--- config.mk ---
export PLATFORM = sky130hd
export DESIGN_NAME = mem_byte_seq
export DESIGN_NICKNAME = d
export VERILOG_FILES = /design/src/rtl/mem_byte_seq_pkg.sv /design/src/rtl/mem_byte_seq.sv
export SDC_FILE = /design/constraint.sdc
export NUM_CORES = 1
export LEC_CHECK = 0
export ABC_AREA = 1
export ABC_CLOCK_PERIOD_IN_PS = 5400
export BUFFER_PORTS_ARGS = -buffer_cell sky130_fd_sc_hd__buf_2
export CAP_MARGIN = 20
export CORE_ASPECT_RATIO = 0.5
export CORE_MARGIN = 1.5
export CORE_UTILIZATION = 50
export CTS_BUF_LIST = sky130_fd_sc_hd__clkbuf_16
export DETAILED_ROUTE_END_ITERATION = 8
export GPL_ROUTABILITY_DRIVEN = 0
export PLACE_DENSITY = 0.74
export SETUP_SLACK_MARGIN = 0.05
export SYNTH_ARGS = -nofsm -noshare
export SYNTH_HDL_FRONTEND = slang
export SYNTH_SLANG_ARGS = --single-unit
--- constraint.sdc ---
create_clock -name clk -period 5.4 [get_ports clk]
set_clock_uncertainty 0.05 [all_clocks]
set_input_delay 0.54 -clock clk [delete_from_list [all_inputs] [get_ports clk]]
set_output_delay 0.54 -clock clk [all_outputs]
set_load 0.03 [all_outputs]
--- src/rtl/mem_byte_seq_pkg.sv ---
// Shared encodings and bus types for the byte-serial memory requester.
package mem_byte_seq_pkg;

  localparam logic [1:0] SizeByte = 2'b00;
  localparam logic [1:0] SizeHalf = 2'b01;
  localparam logic [1:0] SizeWord = 2'b10;

  localparam logic [31:0] ZeroWord = 32'h0000_0000;
  localparam logic        True_v   = 1'b1;
  localparam logic        False_v  = 1'b0;

  typedef logic [7:0]  MemDataBus;
  typedef logic [31:0] InstAddrBus;

  typedef enum logic [1:0] {
    ST_IDLE  = 2'b00,
    ST_ISSUE = 2'b01,
    ST_DRAIN = 2'b10
  } state_e;

  // Index of the final byte of an access; the reserved size code behaves as a word.
  function automatic logic [1:0] last_idx(input logic [1:0] size);
    logic [1:0] r;
    case (size)
      SizeByte: r = 2'd0;
      SizeHalf: r = 2'd1;
      default:  r = 2'd3;
    endcase
    return r;
  endfunction

endpackage

--- src/rtl/mem_byte_seq.sv ---
// Byte-serial memory requester: splits byte/half/word accesses into 8-bit bus cycles.
// state    | meaning
// IDLE     | no access; done_o pulses here after completion
// ISSUE    | presenting byte address k (and write data for stores)
// DRAIN    | load only: capture the final byte and form the extended result
module mem_byte_seq
  import mem_byte_seq_pkg::*;
#(
  parameter int ADDR_W = 32,
  parameter int DATA_W = 32
) (
  input  logic              clk,
  input  logic              rst_n,
  input  logic              rdy,
  input  logic              req_i,
  input  logic              we_i,
  input  logic [1:0]        size_i,
  input  logic              sext_i,
  input  logic [ADDR_W-1:0] addr_i,
  input  logic [DATA_W-1:0] wdata_i,
  output logic              busy_o,
  output logic              done_o,
  output logic [DATA_W-1:0] rdata_o,
  output logic [ADDR_W-1:0] mem_a_o,
  output logic              mem_wr_o,
  output logic [7:0]        mem_dout_o,
  input  logic [7:0]        mem_din_i
);

  state_e            state_q, state_d;
  logic [1:0]        k_q, k_d;
  logic              we_q, sext_q, done_q, done_d, latch;
  logic [1:0]        size_q;
  logic [ADDR_W-1:0] addr_q;
  logic [DATA_W-1:0] wdata_q, rdata_q, rdata_d;
  logic [23:0]       lane_q, lane_d;
  logic [DATA_W-1:0] raw;
  MemDataBus         dout;

  function automatic logic [31:0] load_ext(input logic [1:0] size, input logic sext,
                                           input logic [31:0] w);
    logic [31:0] r;
    case (size)
      SizeByte: r = {{24{sext & w[7]}}, w[7:0]};
      SizeHalf: r = {{16{sext & w[15]}}, w[15:0]};
      SizeWord: r = w;
      default:  r = w;
    endcase
    return r;
  endfunction

  // The last byte never lands in a lane register; it comes straight off the bus in DRAIN.
  always_comb begin
    case (size_q)
      SizeByte: raw = {24'h0, mem_din_i};
      SizeHalf: raw = {16'h0, mem_din_i, lane_q[7:0]};
      default:  raw = {mem_din_i, lane_q};
    endcase
  end

  always_comb begin
    state_d = state_q;
    k_d     = k_q;
    done_d  = False_v;
    latch   = False_v;
    lane_d  = lane_q;
    rdata_d = rdata_q;
    case (state_q)
      ST_IDLE: begin
        if (req_i) begin
          state_d = ST_ISSUE;
          k_d     = 2'd0;
          latch   = True_v;
        end
      end
      ST_ISSUE: begin
        case (k_q)
          2'd1:    lane_d[7:0]   = mem_din_i;
          2'd2:    lane_d[15:8]  = mem_din_i;
          2'd3:    lane_d[23:16] = mem_din_i;
          default: lane_d = lane_q;
        endcase
        if (k_q == last_idx(size_q)) begin
          if (we_q) begin
            state_d = ST_IDLE;
            done_d  = True_v;
          end else begin
            state_d = ST_DRAIN;
          end
        end else begin
          k_d = k_q + 2'd1;
        end
      end
      ST_DRAIN: begin
        state_d = ST_IDLE;
        done_d  = True_v;
        rdata_d = load_ext(size_q, sext_q, raw);
      end
      default: state_d = ST_IDLE;
    endcase
  end

  always_ff @(posedge clk or negedge rst_n) begin
    if (!rst_n) begin
      state_q <= ST_IDLE;
      k_q     <= 2'd0;
      done_q  <= False_v;
      we_q    <= False_v;
      sext_q  <= False_v;
      size_q  <= SizeByte;
      addr_q  <= '0;
      wdata_q <= '0;
      lane_q  <= '0;
      rdata_q <= ZeroWord;
    end else if (rdy) begin
      state_q <= state_d;
      k_q     <= k_d;
      done_q  <= done_d;
      lane_q  <= lane_d;
      rdata_q <= rdata_d;
      if (latch) begin
        we_q    <= we_i;
        sext_q  <= sext_i;
        size_q  <= size_i;
        addr_q  <= addr_i;
        wdata_q <= wdata_i;
      end
    end
  end

  assign dout       = wdata_q[{k_q, 3'b000} +: 8];
  assign busy_o     = (state_q != ST_IDLE);
  assign done_o     = done_q & rdy & (state_q == ST_IDLE);
  assign rdata_o    = rdata_q;
  assign mem_a_o    = (state_q == ST_IDLE) ? '0 : addr_q + ADDR_W'(k_q);
  assign mem_wr_o   = (state_q == ST_ISSUE) & we_q & rdy;
  assign mem_dout_o = ((state_q == ST_ISSUE) && we_q) ? dout : 8'h00;

endmodule

==> summary.txt, run 1 <==
Placed design
  – Post-Place Setup Slack: 2458 ps
  – Port Buffer Count: roughly 150
  – Hpwl dp: between 10,000 and 15,000 um

Yosys
  – Syn Inst Count: approximately 800
  – Ys async rst share: 100.0%
  – Mapped Area: 6529 um2
  – Post-synth cell types: 32
  – Top_reg_cell synth: dfrtp_1
  – Synth Warn #: 0
  – Avg Synthesized Cell Area: roughly 8.3 um2
  – Post-synth EDFFs: 0
  – Seq/Total Area, Yosys: 49.44%
  – Synth Register Bits: between 100 and 150
  – Syn nets: 871

STA
  – Fmax: approximately 300 MHz
  – Relative slew slack: between 30% and 40%
  – Hold Fails Final Rpt: 0
  – Worst-margin pin slew: slightly below 1000 ps
  – Final critical-path setup slack: around 2000 ps
  – Crit path time final: approximately 3400 ps
  – Fin crit share: about 62%
  – Count of final setup violators: 0
  – Unrepaired setup endpoints after global routing: no
  – TNS Setup: 0 ps
  – Slew Viols, Final: 0

Worst setup path
  – Worst Setup Start Kind: flop
  – R2R Path End: wdata_q[6]$_DFFE_PN0P_
  – Flop-to-flop setup slack: about 2500 ps
  – Max FO, Critical Path: 22
  – Crit path DAT: 2770 ps
  – CP Launch Point: k_q[0]$_DFFE_PN0P_
  – Worst R2R Start: state_q[0]$_DFFE_PN0P_
  – R2R depth: 5
  – Crit Path Category: flop to primary output
  – CP max-delay cell: dfrtp_1
  – Slowest Stage Delay on Critical Path: ~780 ps
  – Worst path cell trace: ha_1 -> fa_1 -> nand2_2 -> nor2_2 -> nand2_1 -> nor2_2 -> nand2_1 -> o21ai_1 -> nor2_1 -> buf_2
  – Critical path capture point type: primary output
  – Crit path required time: about 4800 ps

GRT
  – First-pass GRT wire length: about 28,000 um
  – Gr usage total: between 20% and 30%
  – GR Overflow Total: 0
  – Vias in the first global route: around 5,700
  – Largest net degree at the start of global routing: 79
  – Initial antenna violation count: 0

CTS
  – Clock network latency to the later pin of the worst-skew pair: around 420 ps
  – Total clock sinks: around 130
  – Clock-pin transition on the worst setup and hold timing paths: about 60 ps
  – Post-CTS resize count: 0
  – CTS tree: built
  – CTS max path bufs: 2
  – CTS Buf Count: 17
  – Root buffer cell: clkbuf_16
  – H-tree Lvls: 4

Drt
  – Routed WL: around 17,000 um
  – Post-DR wirelength/cell: between 15 and 20 um
  – DRT Pass-1 Iters: 5
  – Initial drt markers: between 300 and 400
  – Routed vias: about 5,900
  – Vias per cell: between 5 and 6
  – Antenna-violating nets left: 0
  – Remaining DRCs: 0

Worst hold path
  – Hold Path Origin: wdata_i[4]
  – Hold path depth: 2
  – Min-Delay Path Class: input port to flop
  – Hold EP: wdata_q[4]$_DFFE_PN0P_

Finish
  – Fin nets: 1,015
  – Diode count: 0
  – P&R area growth vs syn: 21.98%
  – Commonest non-fill, non-tap cell in the layout: nand2_1
  – Share of cells above drive strength 1: approximately 27%
  – Most frequent cells in the layout: nand2_1 (159), buf_2 (153), nor2_1 (148), dfrtp_1 (129), o21ai_0 (69)

Pwr
  – P_leak: approximately 4.0 nW
  – Flop pwr share: about a third
  – Max VDD drop: approximately 0.37 mV
  – Design internal power: 2.848 mW
  – Power Dens Cells: between 600 and 700 nW/um2
  – Clk pwr share: just over 20%
  – Combinational share of power: between 40% and 50%
  – Switching part of the total: a little under half
  – Psw: around 2.5 mW

Status
  – Outcome: finished, final reports clean

Floorplanning
  – Core area: roughly 13,000 um2
  – Starting Density: between 50 and 60%
  – Die ar.: 13,790 um2
  – Die Wd: roughly 160 um
  – Std cell rows: 29
  – Die Ht: ~84 um
  – I/O Pins: between 150 and 200

Job
  – Max-Cap Viols: 0
## state kept, by name, summed over array words and instances, names as in the netlist, 2 cells and up
| signal | flops |
|---|---|
| addr_q | 32 |
| rdata_o | 32 |
| wdata_q | 32 |
| lane_q | 24 |
| k_q | 2 |
| size_q | 2 |
| state_q | 2 |
## power groups by stage
stage / Clock [mW] / Sequential, mW / Combinational [mW]
finish: 1.10 / 1.80 / 2.44
global placement: 0 / 1.79 / 2.38
floorplan: 0 / 1.90 / 1.64
CTS: 1.12 / 1.79 / 2.44
detailed placement: 0 / 1.80 / 2.44
global route: 1.16 / 1.86 / 2.68
## how the worst max path moves through the flow
stage                                        end  slack, ps  cells past startpoint
final                                mem_a_o[16]       2040                     10
after global routing                 mem_a_o[18]       1850                     11
after CTS                            mem_a_o[16]       2050                     10
after detailed placement  wdata_q[6]$_DFFE_PN0P_       2460                      5
after global placement               mem_a_o[18]       2570                     11
after floorplan                      mem_a_o[24]       2950                      9
## cell type report
cell class,count,area (um2)
inverter,49,183.9
sequential,129,3228
fill,1127,4736
timing repair buffer,159,833.3
multi-input combinational,570,2948
tap,170,212.7
clock inverter,15,132.6
clock buffer,17,425.4
## logic make-up (layout without fill, tap and decap cells)
kind of cell / Yosys count / after routing / share of synthesized area, %
AOI/OAI and AO/OA: 149 / 149 / 11.73
xor gates and xnor gates: 6 / 6 / 0.8049
adders and majority gates: 9 / 9 / 1.840
buffers and inverters: 83 / 240 / 5.404
DFF: 129 / 129 / 49.44
muxes: 47 / 47 / 8.106
and+or+nand+nor: 359 / 359 / 22.67
## cell usage after synthesis, types with 2 or more instances
library cell,count,area [um2]
clkinv_1,2,7.510
o21ai_1,2,10.01
clkbuf_1,14,52.55
nor2_1,148,555.5
buf_4,4,30.03
mux2_2,43,484.2
nor3_1,7,35.03
inv_1,44,165.2
xnor2_1,5,43.79
o21ai_0,69,345.3
dfrtp_1,129,3228
a21oi_1,68,340.3
nor2_4,5,56.30
ha_1,8,100.1
nand2_1,159,596.8
nor2_2,4,25.02
nand3_1,25,125.1
mux2_1,4,45.04
a31oi_1,8,50.05
nand2_2,7,43.79
inv_2,3,11.26
buf_2,14,70.07
## critical path, delay by kind of cell, from the launching register on
| family | cells | cell delay [ps] |
|---|---|---|
| AND/OR/NAND/NOR | 6 | 730 |
| flip-flops | 1 | 780 |
| adder cells (fa/ha/maj) | 2 | 540 |
| buffers and inverters | 1 | 170 |
| AO/OA/AOI/OAI | 1 | 130 |
## per-layer routing
layer,track usage [%],share of wire (%),vias to the layer above
met3,5.763,6.7,38
met2,42.93,48,208
met1,33.63,43,2792
li1,-,-,2834
met5,0,0,-
met4,9.992,2.2,0
## timing repair
item	CTS	global route
setup buffers	0	0
hold buffers	0	1
endpoints found under the hold margin	0	6
## through the flow
stage / area (um2) / hold WS [ps] / total power, mW / cells / utilization [%]
after floorplan: 6529 / 194.4 / 3.533 / 782 / -
after global placement: 7368 / 412.8 / 4.170 / 1075 / 58.02
after detailed placement: 7368 / 410.7 / 4.234 / 1075 / 58.02
after CTS: 7926 / 277.2 / 5.353 / 1107 / 62.41
after global routing: 7964 / 288.0 / 5.700 / 1109 / 62.71
final: 7964 / 286.8 / 5.342 / 1109 / 62.71
(Power assumes the default switching activity.)
==> run 2, diff against run 1 <==
--- a/config.mk
+++ b/config.mk
@@ -5,17 +5,17 @@
 export SDC_FILE = /design/constraint.sdc
 export NUM_CORES = 1
 export LEC_CHECK = 0
-export ABC_AREA = 1
-export ABC_CLOCK_PERIOD_IN_PS = 5400
+export ABC_AREA = 0
+export ABC_CLOCK_PERIOD_IN_PS = 2950
 export BUFFER_PORTS_ARGS = -buffer_cell sky130_fd_sc_hd__buf_2
 export CAP_MARGIN = 20
 export CORE_ASPECT_RATIO = 0.5
 export CORE_MARGIN = 1.5
-export CORE_UTILIZATION = 50
+export CORE_UTILIZATION = 48
 export CTS_BUF_LIST = sky130_fd_sc_hd__clkbuf_16
 export DETAILED_ROUTE_END_ITERATION = 8
 export GPL_ROUTABILITY_DRIVEN = 0
-export PLACE_DENSITY = 0.74
+export PLACE_DENSITY = 0.75
 export SETUP_SLACK_MARGIN = 0.05
 export SYNTH_ARGS = -nofsm -noshare
 export SYNTH_HDL_FRONTEND = slang
==> constraint.sdc (replaced) <==
create_clock -name clk -period 2.95 [get_ports clk]
set_clock_uncertainty 0.05 [all_clocks]
set_input_delay 0.295 -clock clk [delete_from_list [all_inputs] [get_ports clk]]
set_output_delay 0.295 -clock clk [all_outputs]
set_load 0.03 [all_outputs]
==> summary.txt, run 2 <==
STA
  – Slew Viols, Final: 0 (unchanged)
  – Hold Fails Final Rpt: 0 (unchanged)
  – Worst-margin pin slew: 826.5 ps (-144.8 ps)
  – Crit path time final: 2965 ps
  – TNS Setup: -22.56 ps (-22.56 ps)
  – Fmax: about 340 MHz
  – Relative slew slack: 44.64% (+9.5 points)
  – WHS: 61.85 ps (-224.9 ps)
  – Unrepaired setup endpoints after global routing: yes
  – Count of final setup violators: 2 (+2)
  – Final critical-path setup slack: -15.24 ps (-2052 ps)
  – Fin crit share: 100.5%

Yosys
  – Synth Warn #: 0 (unchanged)
  – Syn nets: 640 (-27%)
  – Seq/Total Area, Yosys: 51.56% (+2.1 points)
  – Ys async rst share: 100.0% (unchanged)
  – Mapped Area: 6261 um2 (-4.1%)
  – Count leader, synth: dfrtp_1
  – Syn Inst Count: 551 (-30%)
  – Post-synth top area share: 51.56% (+2.1 points)
  – Top_reg_cell synth: dfrtp_1
  – Avg Synthesized Cell Area: 11.36 um2 (+36%)
  – Cell taking the most area after synthesis: dfrtp_1
  – Commonest cells post-synth: dfrtp_1 (129), mux2_2 (92), a21oi_1 (47)
  – Post-synth cell types: 43 (+34%)
  – Post-synth EDFFs: 0 (unchanged)
  – Leading post-synthesis cells by cell area: dfrtp_1 (52%), mux2_2 (17%), a21oi_1 (3.8%)
  – Synth Register Bits: 129 (unchanged)

Floorplanning
  – Die Wd: 164.5 um (about the same)
  – Core area: 12,700 um2 (unchanged)
  – Std cell rows: 29 (unchanged)
  – Starting Density: 49.30% (-2.1 points)
  – I/O Pins: 155 (unchanged)
  – Die ar.: 13,780 um2 (about the same)
  – Die Ht: 83.76 um (about the same)

Worst setup path
  – Worst Setup Start Kind: flop
  – Crit Path Category: flop to primary output
  – Flop-to-flop setup slack: 680 ps (-1790 ps)
  – Slowest Stage Delay on Critical Path: 500 ps (-280 ps)
  – Crit path DAT: 2620 ps (-150 ps)
  – CP max-delay cell: or3_4
  – Critical path capture point type: primary output
  – Worst path cell trace: buf_4 -> fa_2 -> nand4_1 -> or3_4 -> buf_6 -> or3_4 -> a21oi_2 -> buf_6
  – Crit path required time: 2610 ps (-2200 ps)
  – Max FO, Critical Path: 6 (-73%)

Placed design
  – Post-Place Setup Slack: 96.07 ps (-2362 ps)
  – Placed cell area: 7263 um2 (-1.4%)
  – Port Buffer Count: 154 (unchanged)
  – Dpl cells: 856 (-20%)
  – Hpwl dp: 10,380 um (-14%)

GRT
  – Largest net degree at the start of global routing: 51 (-35%)
  – Gr usage total: 23.41% (-2.7 points)
  – Initial antenna violation count: 0 (unchanged)
  – GR Overflow Total: 0 (unchanged)
  – First-pass GRT wire length: 24,890 um (-10%)
  – Vias in the first global route: 4,920 (-13%)

Status
  – Violations in the final reports: setup timing
  – Outcome: finished, violations left

Finish
  – Storage cell area: 3229 um2 (about the same)
  – Most frequent cells in the layout: buf_2 (137), dfrtp_1 (128), mux2_2 (92), nand2_1 (42)
  – Finished Cell Area: 8218 um2 (+3.2%)
  – Multi-input gate area: 3008 um2 (+2.0%)
  – Commonest non-fill, non-tap cell in the layout: buf_2
  – # fillers: 991 (-12%)
  – Final core occ: 64.71% (+2.0 points)
  – P&R area growth vs syn: 31.25%
  – Fin nets: 819 (-19%)
  – Final std cells w/o fill: 913 (-18%)
  – Diode count: 0 (unchanged)
  – Share of cells above drive strength 1: 46.84% (+20 points)

CTS
  – CTS tree: built
  – Clock network latency to the later pin of the worst-skew pair: 410 ps (about the same)
  – Root buffer cell: clkbuf_16
  – Clock-pin transition on the worst setup and hold timing paths: 60 ps (about the same)
  – H-tree Lvls: 4 (unchanged)
  – Total clock sinks: 129 (unchanged)
  – CTS Buf Count: 17 (unchanged)
  – CTS max path bufs: 2 (unchanged)

Drt
  – Vias per cell: 5.578 (+5.4%)
  – Routed vias: 5,093 (-13%)
  – Routed WL: 15,760 um (-8.8%)
  – Initial drt markers: 346 (-4.9%)
  – Remaining DRCs: 0 (unchanged)
  – Antenna-violating nets left: 0 (unchanged)
  – DRT Pass-1 Iters: 4 (-1)
  – Post-DR wirelength/cell: 17.26 um (+11%)

Pwr
  – Max VDD drop: 0.6584 mV (+78%)
  – P_leak: 3.792 nW (-4.2%)
  – Power Dens Cells: 1207 nW/um2 (+80%)
  – Total power: 9.917 mW (+86%)

Job
  – Max-Cap Viols: 0 (unchanged)

Worst hold path
  – Min-Delay Path Class: input port to flop
run 2: cell types whose count changed after synthesis, sizes merged, moves of 12 or more:
cell	before	now
inv	47	10
o31ai	0	12
nand3	26	10
nor2	157	39
mux2	47	92
or4	0	12
and3	0	23
nand2	167	42
a21oi	68	47
o21ai	71	17
run 2: kinds of logic (layout without fill, tap and decap cells):
kind of cell	count (synthesis)	count (layout)	share of synthesized area, %
flip-flops	129	129	51.56
buffers and inverters	41	232	2.498
XOR/XNOR	14	14	1.958
AND/OR/NAND/NOR	161	162	13.15
multiplexers	108	108	20.70
adder cells (fa/ha/maj)	9	9	1.919
AO/OA/AOI/OAI	89	89	8.214
run 2: path summary, 6_finish.rpt:
check                      cells after the start                   start                      end
hold / removal                                 2             wdata_i[28]  wdata_q[28]$_DFFE_PN0P_
min in group asynchronous                      2                   rst_n    lane_q[4]$_DFFE_PN0P_
setup / recovery                               8   addr_q[1]$_DFFE_PN0P_              mem_a_o[22]
setup reg to reg                               5  state_q[0]$_DFFE_PN0P_  rdata_o[13]$_DFFE_PN0P_
hold reg to reg                                2  rdata_o[7]$_DFFE_PN0P_   rdata_o[7]$_DFFE_PN0P_
max in group asynchronous                      3                   rst_n    addr_q[2]$_DFFE_PN0P_
run 2: area by class of cell:
cell class | instances | share of cell area (%)
Multi-Input combinational cell | 382 | 36.60
Clock buffer | 17 | 5.177
Tap cell | 170 | 2.588
Clock inverter | 15 | 1.903
Inverter | 10 | 0.4568
Timing Repair Buffer | 190 | 13.98
Sequential cell | 129 | 39.30
run 2: report_power, final:
part	switching, mW	internal, mW
Clock	0.918	1.14
Sequential	0.741	2.64
Combinational	2.60	1.88
Total	4.26	5.66
run 2: what timing repair did:
action / in CTS / in global routing
pin swaps: 29 / 9
setup buffers: 15 / 8
hold buffers: 1 / 0
cloned: 1 / 0
gates resized for setup: 37 / 16
hold endpoints to repair: 47 / 0
setup endpoints to repair: 17 / 16
run 2: worst max-delay path: cells and delay by family, from the launching register on:
family	cells	cell delay, ps
buffers and inverters	3	440
AO/OA/AOI/OAI	1	160
adder cells (fa/ha/maj)	1	190
AND/OR/NAND/NOR	3	1020
flip-flops	1	400
run 2: routing by layer:
metal | up-vias | global-route usage [%] | wire length, um
met4 | 0 | 7.781 | 133
met1 | 2588 | 30.69 | 7070
li1 | 2359 | - | -
met5 | - | 0 | 0
met2 | 135 | 38.90 | 7754
met3 | 11 | 4.918 | 803
